File: config.mk
export PLATFORM = sky130hd
export DESIGN_NAME = scpu_fetch_pc
export DESIGN_NICKNAME = d
export VERILOG_FILES = /design/src/rtl/scpu_fetch_pc.sv
export SDC_FILE = /design/constraint.sdc
export NUM_CORES = 1
export LEC_CHECK = 0
export ABC_AREA = 1
export CORE_ASPECT_RATIO = 2
export CORE_MARGIN = 5
export CORE_UTILIZATION = 49
export CTS_BUF_LIST = sky130_fd_sc_hd__clkbuf_8
export DETAILED_ROUTE_END_ITERATION = 8
export HOLD_SLACK_MARGIN = 0.06
export PLACE_DENSITY = 0.83
export SYNTH_ARGS = -nofsm -noshare
export SYNTH_HDL_FRONTEND = slang
export SYNTH_SLANG_ARGS = --single-unit
File: constraint.sdc
create_clock -name clk -period 3.88 [get_ports clk]
set_clock_uncertainty 0.15 [all_clocks]
set_input_delay 0.97 -clock clk [delete_from_list [all_inputs] [get_ports clk]]
set_output_delay 0.97 -clock clk [all_outputs]
set_load 0.1 [all_outputs]
File: src/rtl/scpu_fetch_pc.sv
`default_nettype none
// ============================================================================
// Module   : scpu_fetch_pc
// Purpose  : Instruction-fetch and PC-sequencing stage of the single-cycle
//            MIPS CPU. Fetches over a ready-handshaked instruction bus,
//            holds the instruction for the decoder, selects the next PC from
//            the decoder Branch/Jal outputs, stalls on outstanding data
//            accesses and handles one level of interrupt with EPC / eret.
// Revision : 1.0 - initial release
// ============================================================================
module scpu_fetch_pc #(
  parameter logic [31:0] RESET_PC   = 32'h0000_0000,
  parameter logic [31:0] INT_VECTOR = 32'h0000_0004
) (
  input  logic        clk,
  input  logic        rst,
  // instruction bus
  output logic        imem_req,
  output logic [31:0] imem_addr,
  input  logic [31:0] imem_rdata,
  input  logic        imem_ready,
  // decoder-facing
  output logic [31:0] inst,
  output logic        inst_valid,
  output logic        commit,
  output logic [31:0] pc,
  output logic [31:0] pc_plus4,
  input  logic [1:0]  branch,
  input  logic        jal,
  input  logic [31:0] rs_data,
  // data-memory handshake
  input  logic        data_req,
  input  logic        data_ready,
  // interrupt
  input  logic        int_req,
  output logic        int_ack,
  output logic [31:0] epc
);

  // --------------------------------------------------------------------------
  // Encodings
  // --------------------------------------------------------------------------
  localparam logic [1:0] S_IDLE  = 2'd0;
  localparam logic [1:0] S_FETCH = 2'd1;
  localparam logic [1:0] S_EXEC  = 2'd2;

  localparam logic [1:0] BR_SEQ  = 2'b00;
  localparam logic [1:0] BR_COND = 2'b01;
  localparam logic [1:0] BR_JUMP = 2'b10;
  localparam logic [1:0] BR_REG  = 2'b11;

  // --------------------------------------------------------------------------
  // State and datapath registers
  // --------------------------------------------------------------------------
  logic [1:0]  r_state;
  logic [1:0]  w_state_nxt;
  logic [31:0] r_pc;
  logic [31:0] r_inst;
  logic [31:0] r_epc;
  logic        r_int_en;

  logic        w_in_fetch;
  logic        w_in_exec;
  logic        w_fetch_done;
  logic        w_is_eret;
  logic        w_commit;
  logic        w_take_int;
  logic [31:0] w_pc_plus4;
  logic [31:0] w_br_offset;
  logic [31:0] w_next_pc;

  // jr targets are word aligned, so the two low register bits are dropped.
  logic        w_rs_low_unused;
  assign w_rs_low_unused = ^rs_data[1:0];

  // --------------------------------------------------------------------------
  // Status decode. Reset masks every strobe so that nothing leaks out of a
  // cycle in which rst is high, even before the state register is cleared.
  // --------------------------------------------------------------------------
  assign w_in_fetch   = (r_state == S_FETCH) && !rst;
  assign w_in_exec    = (r_state == S_EXEC)  && !rst;
  assign w_fetch_done = w_in_fetch && imem_ready;
  assign w_is_eret    = (branch == BR_REG) && !jal;
  assign w_commit     = w_in_exec && (!data_req || data_ready);
  // eret has priority: a request seen during its commit waits for the next one.
  assign w_take_int   = w_commit && int_req && r_int_en && !w_is_eret;

  // --------------------------------------------------------------------------
  // Next-PC arithmetic (32-bit, wraps silently)
  // --------------------------------------------------------------------------
  assign w_pc_plus4  = r_pc + 32'd4;
  assign w_br_offset = {{14{r_inst[15]}}, r_inst[15:0], 2'b00};

  // Select the successor PC from the decoder branch code.
  always_comb begin
    w_next_pc = w_pc_plus4;
    case (branch)
      BR_SEQ:  w_next_pc = w_pc_plus4;
      BR_COND: w_next_pc = w_pc_plus4 + w_br_offset;
      BR_JUMP: w_next_pc = {w_pc_plus4[31:28], r_inst[25:0], 2'b00};
      BR_REG:  w_next_pc = jal ? {rs_data[31:2], 2'b00} : r_epc;
      default: w_next_pc = w_pc_plus4;
    endcase
  end

  // --------------------------------------------------------------------------
  // Sequencer
  // --------------------------------------------------------------------------
  // Next-state logic: IDLE is a one-cycle post-reset hop into FETCH.
  always_comb begin
    w_state_nxt = r_state;
    case (r_state)
      S_IDLE:  w_state_nxt = S_FETCH;
      S_FETCH: w_state_nxt = imem_ready ? S_EXEC : S_FETCH;
      S_EXEC:  w_state_nxt = w_commit ? S_FETCH : S_EXEC;
      default: w_state_nxt = S_IDLE;
    endcase
  end

  // State register.
  always_ff @(posedge clk) begin
    if (rst) begin
      r_state <= S_IDLE;
    end else begin
      r_state <= w_state_nxt;
    end
  end

  // Instruction register: captured on the cycle the fetch completes.
  always_ff @(posedge clk) begin
    if (rst) begin
      r_inst <= 32'd0;
    end else if (w_fetch_done) begin
      r_inst <= imem_rdata;
    end
  end

  // PC, EPC and interrupt enable all move together on the commit edge.
  always_ff @(posedge clk) begin
    if (rst) begin
      r_pc     <= RESET_PC;
      r_epc    <= 32'd0;
      r_int_en <= 1'b1;
    end else if (w_commit) begin
      if (w_take_int) begin
        r_epc    <= w_next_pc;
        r_pc     <= INT_VECTOR;
        r_int_en <= 1'b0;
      end else begin
        r_pc <= w_next_pc;
        if (w_is_eret) begin
          r_int_en <= 1'b1;
        end
      end
    end
  end

  // --------------------------------------------------------------------------
  // Outputs
  // --------------------------------------------------------------------------
  assign imem_req   = w_in_fetch;
  assign imem_addr  = r_pc;
  assign inst       = r_inst;
  assign inst_valid = w_in_exec;
  assign commit     = w_commit;
  assign pc         = r_pc;
  assign pc_plus4   = w_pc_plus4;
  assign int_ack    = w_take_int;
  assign epc        = r_epc;

endmodule
`default_nettype wire

==> results of run 1 <==
[per-stage QoR]
step | worst slack, ns | instance area [sq um] | total power (uW) | hold slack, ns
6_report | 0.2428 | 10560 | 2339 | 0.3421
5_1_grt | 0.006338 | 10560 | 2424 | 0.3860
4_1_cts | 0.1417 | 10500 | 2342 | 0.3377
3_5_place_dp | 0.1669 | 10310 | 1675 | 0.3180
3_3_place_gp | 0.2316 | 10310 | 1671 | 0.3107
2_1_floorplan | -0.2753 | 8238 | 1479 | 0.3489
[metal layers]
metal	part of all wire	GRT usage	vias to the layer above	wire, microns
met2	0.54	0.6078	404	16540
li1	-	-	4444	-
met1	0.34	0.3385	4165	10560
met4	0.057	0.1746	0	1765
met3	0.063	0.05076	81	1931
met5	0	0	-	0
[power breakdown]
group | switching [uW] | internal (uW)
Sequential | 34.7 | 1040
Clock | 385 | 296
Combinational | 405 | 179
Total | 825 | 1510
[worst min-delay path, stage by stage (launching register included)]
cell and delay, ns:
dfxtp_1 0.33, inv_1 0.07, a21oi_1 0.06
[what timing repair did]
| item | in CTS | in global routing |
|---|---|---|
| resized for setup | 0 | 17 |
| endpoints found under the setup margin | 0 | 18 |
| hold endpoints to repair | 0 | 0 |
[state kept, by name, summed over array words and instances (netlist names)]
register   cells
r_int_en       1
epc           32
inst          32
imem_addr     32
r_state        2
[layout make-up]
| type | instances | area [sq um] | area share |
|---|---|---|---|
| clock inverter | 7 | 68.82 | 0.006515 |
| sequential | 99 | 2012 | 0.1905 |
| multi-input combinational | 910 | 5181 | 0.4905 |
| inverter | 164 | 648.1 | 0.06136 |
| clock buffer | 9 | 123.9 | 0.01173 |
| timing repair buffer | 265 | 2277 | 0.2156 |
| tap | 201 | 251.5 | 0.02381 |
[path summary, 6_finish.rpt]
check	slack (ns)	endpoint	cells after the start	start
setup / recovery	0.24	epc[26]	19	imem_addr[2]
hold / removal	0.34	epc[2]	2	epc[2]
setup reg to reg	0.24	epc[26]	19	imem_addr[2]
hold reg to reg	0.34	epc[2]	2	epc[2]
[cells in the final DEF (no fill, tap or decap), types with 19 or more instances in the layout]
| cell | n |
|---|---|
| a22oi_1 | 19 |
| nand2_1 | 295 |
| inv_1 | 151 |
| nand3_1 | 74 |
| dfxtp_1 | 81 |
| buf_4 | 176 |
| a21oi_1 | 137 |
| nor2_1 | 91 |
| ha_1 | 29 |
| clkdlybuf4s50_1 | 81 |
| o21ai_0 | 103 |
[cells by family (layout without fill, tap and decap cells)]
logic type,Yosys count,count (layout),synth area share
AO/OA/AOI/OAI,296,296,0.2049
XOR/XNOR,24,24,0.02881
adder cells (fa/ha/maj),35,35,0.05698
buffers and inverters,245,445,0.1383
flip-flops,99,99,0.2535
AND/OR/NAND/NOR,555,555,0.3175
[cell usage after synthesis, drive strengths merged]
cell,count
nand2b,1
nand3b,6
nor2,114
nand2,314
clkbuf,32
inv,161
o211ai,6
nand3,80
or2,7
nor3,14
fa,1
ha,34
a31o,1
xor2,14
o2111ai,1
and3,1
o21bai,10
xnor2,10
a221oi,1
a22oi,19
dfxtp,99
clkinv,3
nand4,14
and2,4
a21oi,145
o21ai,112
a21o,1
buf,49
==> metrics, run 1 <==
NumNets Final 1557; area delta synth->final 35.11%; CP max stage cell dfxtp_4; max cap viols 0; Final TNS setup 0 ns; outcome finished, final reports clean; wire length of the first global-routing pass 47390 microns; worst hold path class register to register; Tmin final 3.637 ns; Netlist cell types 48; cell mode on critical path nand2_1; Post-CTS Hold Buffers 0; CP bufs+invs 2; Initial Utilization 0.4955; largest net degree at the start of global routing a little over 60; WP data arrival between 3 and 4 ns; final core occ 0.6695; setup violators final 0; Cell Rows 65; TritonCTS clock tree yes; slowest stage delay, CP 0.42 ns; Syn. warnings 0; fill count ~1500; slew margin rel. 0.3266; Final Cycle Share 0.9374; non-filler cells, final between 1500 and 2000; data required time of the critical path about 4.0 ns; DP Wirelength ~25000 microns; largest area contributor in the netlist dfxtp_1; crit path max fanout 6; Detailed Route Iter0 Violations 658; Post-CTS Setup Bufs 0; CP Class register to register; Power Density between 200 and 250 nW/um^2; Synth area leaders dfxtp_1 (25%), nand2_1 (14%), a21oi_1 (9.0%); Mapped Cells 1254; number of H-tree levels 3; top cell type's share of synthesized area 0.2535; Synth Register Bits between 90 and 100; Num CTS Buffers 9; initial antenna violation count 0; Slew Limit Fails 0; number of diodes 0; GR Overflow Total 0; critical path's top delay family simple AND/OR/NAND/NOR gates; vias in the first global route roughly 8900; final wirelength about 31000 microns; die area approximately 19000 sq um; Inst Count DP ~1600; top-level I/O count between 200 and 250; Detail Route Antenna Nets 0; Die Wd between 90 and 100 microns; clk sink count 99; Clock Path Buffers 2; Clk Latency, worst-skew pair approximately 0.39 ns; Core ar. between 15000 and 20000 sq um; port bufs between 200 and 250; routability cong. between 0.9 and 1; first-pass iteration count of the detailed router 7; register area share after synthesis 0.2535; Max Fclk approximately 0.27 GHz; DRC viols 0; wire per inst about 19 microns; root buffer cell clkbuf_8; Mapped Nets roughly 1400; worst-margin pin slew around 1.0 ns; LEAKAGE approximately 0.0049 uW; Clock transition at path regs between 0.1 and 0.15 ns; critical-path cell list ha_2, nand2_1, nor2_4, nand2_2, nor2_4, nand2_2, xnor2_4, ha_1, nand2_1, o21ai_0, inv_1, nand2_1, nand2_1, nand3_1, nand2_1, nand3_1, nand3_1, o21ai_0, inv_1; Cell Area, Synth around 7800 sq um; syn_area_per_cell between 6 and 7 sq um; maximum vdd drop 0.3861 mV; Hold Vio Cnt, Final 0; crit path launch type register; CP Capture Type register; Via Count around 9000; GRT Util Overall 0.3254; die height around 190 microns; unrepaired setup endpoints after global routing false; share of cells above drive strength 1 0.2221; Avg Vias per Cell around 5.5
Power figures use the tool's default switching activity.
==> run 2, diff against run 1 <==
Settings changed: CELL_PAD_IN_SITES_DETAIL_PLACEMENT from default to 1, CELL_PAD_IN_SITES_GLOBAL_PLACEMENT from default to 1, CORE_UTILIZATION 49 to 33, PLACE_DENSITY 0.83 to default, PLACE_DENSITY_LB_ADDON from default to 0.1, SETUP_SLACK_MARGIN from default to 0.4.
==> run 2 against run 1 <==
Net effect: total power rose by 0.94%; wire length rose by 21%; hold slack got worse by 0.0089 ns; die area rose by 44%; sequential power barely moved; sequential cell count did not move; first-iteration DRC count fell by 42%; register-to-register slack improved by 0.24 ns; non-clock buffer count rose by 47; largest power group unchanged.
==> metrics, run 2 (synthesis results as in run 1) <==
root buffer cell clkbuf_8 (unchanged); most common cell after layout, fill and taps aside nand2_1 (unchanged); storage element area 2038 sq um (was 2012 sq um); maximum vdd drop 0.2076 mV (was 0.3861 mV); max cap viols 0 (unchanged); die area 27050 sq um (was 18730 sq um); slew margin rel. 0.3334 (was 0.3266); routability cong. 0.9642 (was 0.9577); Worst Setup Slack post-DPL 0.1677 ns (was 0.1669 ns); NumNets Final 1604 (was 1557); Final Power 2361 uW (was 2339 uW); first-pass iteration count of the detailed router 4 (was 7); Core ar. 23330 sq um (was 15780 sq um); CP max stage cell dfxtp_4 (unchanged); Tmin final 3.430 ns (was 3.637 ns); CP Class register to output pin (was register to register); hold path endpoint epc[3] (was epc[2]); vias in the first global route 9785 (was 8944); footprint of the multi-input gates 5657 sq um (was 5181 sq um); slowest stage delay, CP 0.41 ns (was 0.42 ns); TritonCTS clock tree yes (unchanged); Post-CTS Hold Buffers 0 (unchanged); number of H-tree levels 3 (unchanged); Detailed Route Iter0 Violations 383 (was 658); worst-margin pin slew 0.9968 ns (was 1.007 ns); top-level I/O count 237 (unchanged); clk sink count 99 (unchanged); crit path launch type register (unchanged); share of cells above drive strength 1 0.3078 (was 0.2221); largest net degree at the start of global routing 62 (unchanged); crit path max fanout 5 (was 6); wire length of the first global-routing pass 55190 microns (was 47390 microns); worst hold path class register to register (unchanged); hold path depth 2 (unchanged); Via Count 9404 (was 9094); DRC viols 0 (unchanged); Reg2Reg Depth 20 (was 19); Final Cycle Share 0.8841 (was 0.9374); data required time of the critical path 2.76 ns (was 4.01 ns); HP Start epc[3] (was epc[2]); WP data arrival 2.31 ns (was 3.77 ns); reg-to-reg critical path endpoint epc[24] (was epc[26]); critical-path cell list ha_4, nand2_4, nor2_4, nand2_4, nor2_4, nand2_4, nor2_4, xor2_4, buf_6, buf_12 (was ha_2, nand2_1, nor2_4, nand2_2, nor2_4, nand2_2, xnor2_4, ha_1, nand2_1, o21ai_0, inv_1, nand2_1, nand2_1, nand3_1, nand2_1, nand3_1, nand3_1, o21ai_0, inv_1); Initial Utilization 0.3351 (was 0.4955); GR Overflow Total 0 (unchanged); Slew Limit Fails 0 (unchanged); area delta synth->final 48.75% (was 35.11%); fill count 3015 (was 1474); Die Wd 118.8 microns (was 99.32 microns); Clk Latency, worst-skew pair 0.40 ns (was 0.39 ns); final wirelength 37240 microns (was 30800 microns); Power Density 203.1 nW/um^2 (was 221.5 nW/um^2); LEAKAGE 0.005336 uW (was 0.004922 uW); unrepaired setup endpoints after global routing true (was false); outcome finished, final reports clean (unchanged); Cell Rows 79 (was 65); Avg Vias per Cell 5.268 (was 5.495); CP Capture Type output pin (was register); setup violators final 0 (unchanged); wire per inst 20.86 microns (was 18.61 microns); Num CTS Buffers 9 (unchanged); Hold Vio Cnt, Final 0 (unchanged); RR Startpoint imem_addr[10] (was imem_addr[2]); Clock Path Buffers 2 (unchanged); Detail Route Antenna Nets 0 (unchanged); GRT Util Overall 0.2667 (was 0.3254); Clock transition at path regs 0.11 ns (about the same); Max Fclk 0.2915 GHz (was 0.2749 GHz); Setup WS post-layout 0.4496 ns (was 0.2428 ns); port bufs 234 (unchanged); die height 227.7 microns (was 188.6 microns); final core occ 0.4985 (was 0.6695); commonest cells after routing, fill and taps aside nand2_1 (274), buf_4 (212), inv_1 (146) (was nand2_1 (295), buf_4 (176), inv_1 (151)); Worst R2R Setup Slack 0.48 ns (was 0.24 ns); initial antenna violation count 1 (was 0); DP Wirelength 30400 microns (was 25220 microns)
-- run 2: changes by cell type in the layout (fill, tap and decap cells not counted), sizes merged --
cell	delta
bufinv	-1
diode	+1
clkinv	-1
buf	+48
clkdlybuf4s50	-1
inv	+3
clkinvlp	-1
-- run 2: layer usage --
layer  GRT usage  vias to the layer above  wire length (microns)
met5           0                        -                      0
met4      0.1479                        0                   2194
met3     0.04408                       77                   1789
met2      0.5221                      266                  20390
met1      0.2631                     4533                  12870
li1            -                     4528                      -
-- run 2: worst max-delay path by stage --
stage               cells past startpoint  slack (ns)            to          start
floorplan                              18       -0.27       epc[30]   imem_addr[2]
global placement                       21        0.20       epc[23]   imem_addr[2]
detailed placement                     21        0.17       epc[23]   imem_addr[2]
CTS                                    20        0.40       epc[24]   imem_addr[2]
global route                           20        0.27       epc[30]  imem_addr[10]
finish                                 10        0.45  pc_plus4[24]   imem_addr[2]
-- run 2: through the flow --
step | instance area, sq um | TNS (ns) | instances | hold WS, ns
after floorplan | 8329 | -6.900 | 1254 | 0.3489
after global placement | 10820 | 0 | 1751 | 0.3115
after detailed placement | 10820 | 0 | 1751 | 0.3167
after CTS | 11160 | 0 | 1770 | 0.3347
after global routing | 11630 | 0 | 1785 | 0.3590
final | 11630 | 0 | 1785 | 0.3332
-- run 2: cell type report --
type	count	share of cell area
Tap cell	283	0.03045
Sequential cell	99	0.1753
Clock buffer	9	0.01065
Antenna cell	1	0.0002152
Inverter	164	0.05670
Timing Repair Buffer	312	0.2359
Clock inverter	7	0.004411
Multi-Input combinational cell	910	0.4864
-- run 2: where the power goes --
part / switching (uW) / internal [uW]
logic: 435 / 197
clock network: 423 / 241
registers: 31.4 / 1030
-- run 2: what timing repair did --
item / in CTS / in global routing
setup endpoints to repair: 37 / 47
resized for setup: 37 / 91
buffers inserted: 3 / 14
pin swaps: 5 / 29
-- run 2: worst max-delay path: cells and delay by family (launching register included) --
kind | cells | cell delay [ns]
AND/OR/NAND/NOR | 6 | 0.81
flip-flops | 1 | 0.41
buffers and inverters | 2 | 0.30
XOR/XNOR | 1 | 0.21
adder cells (fa/ha/maj) | 1 | 0.16
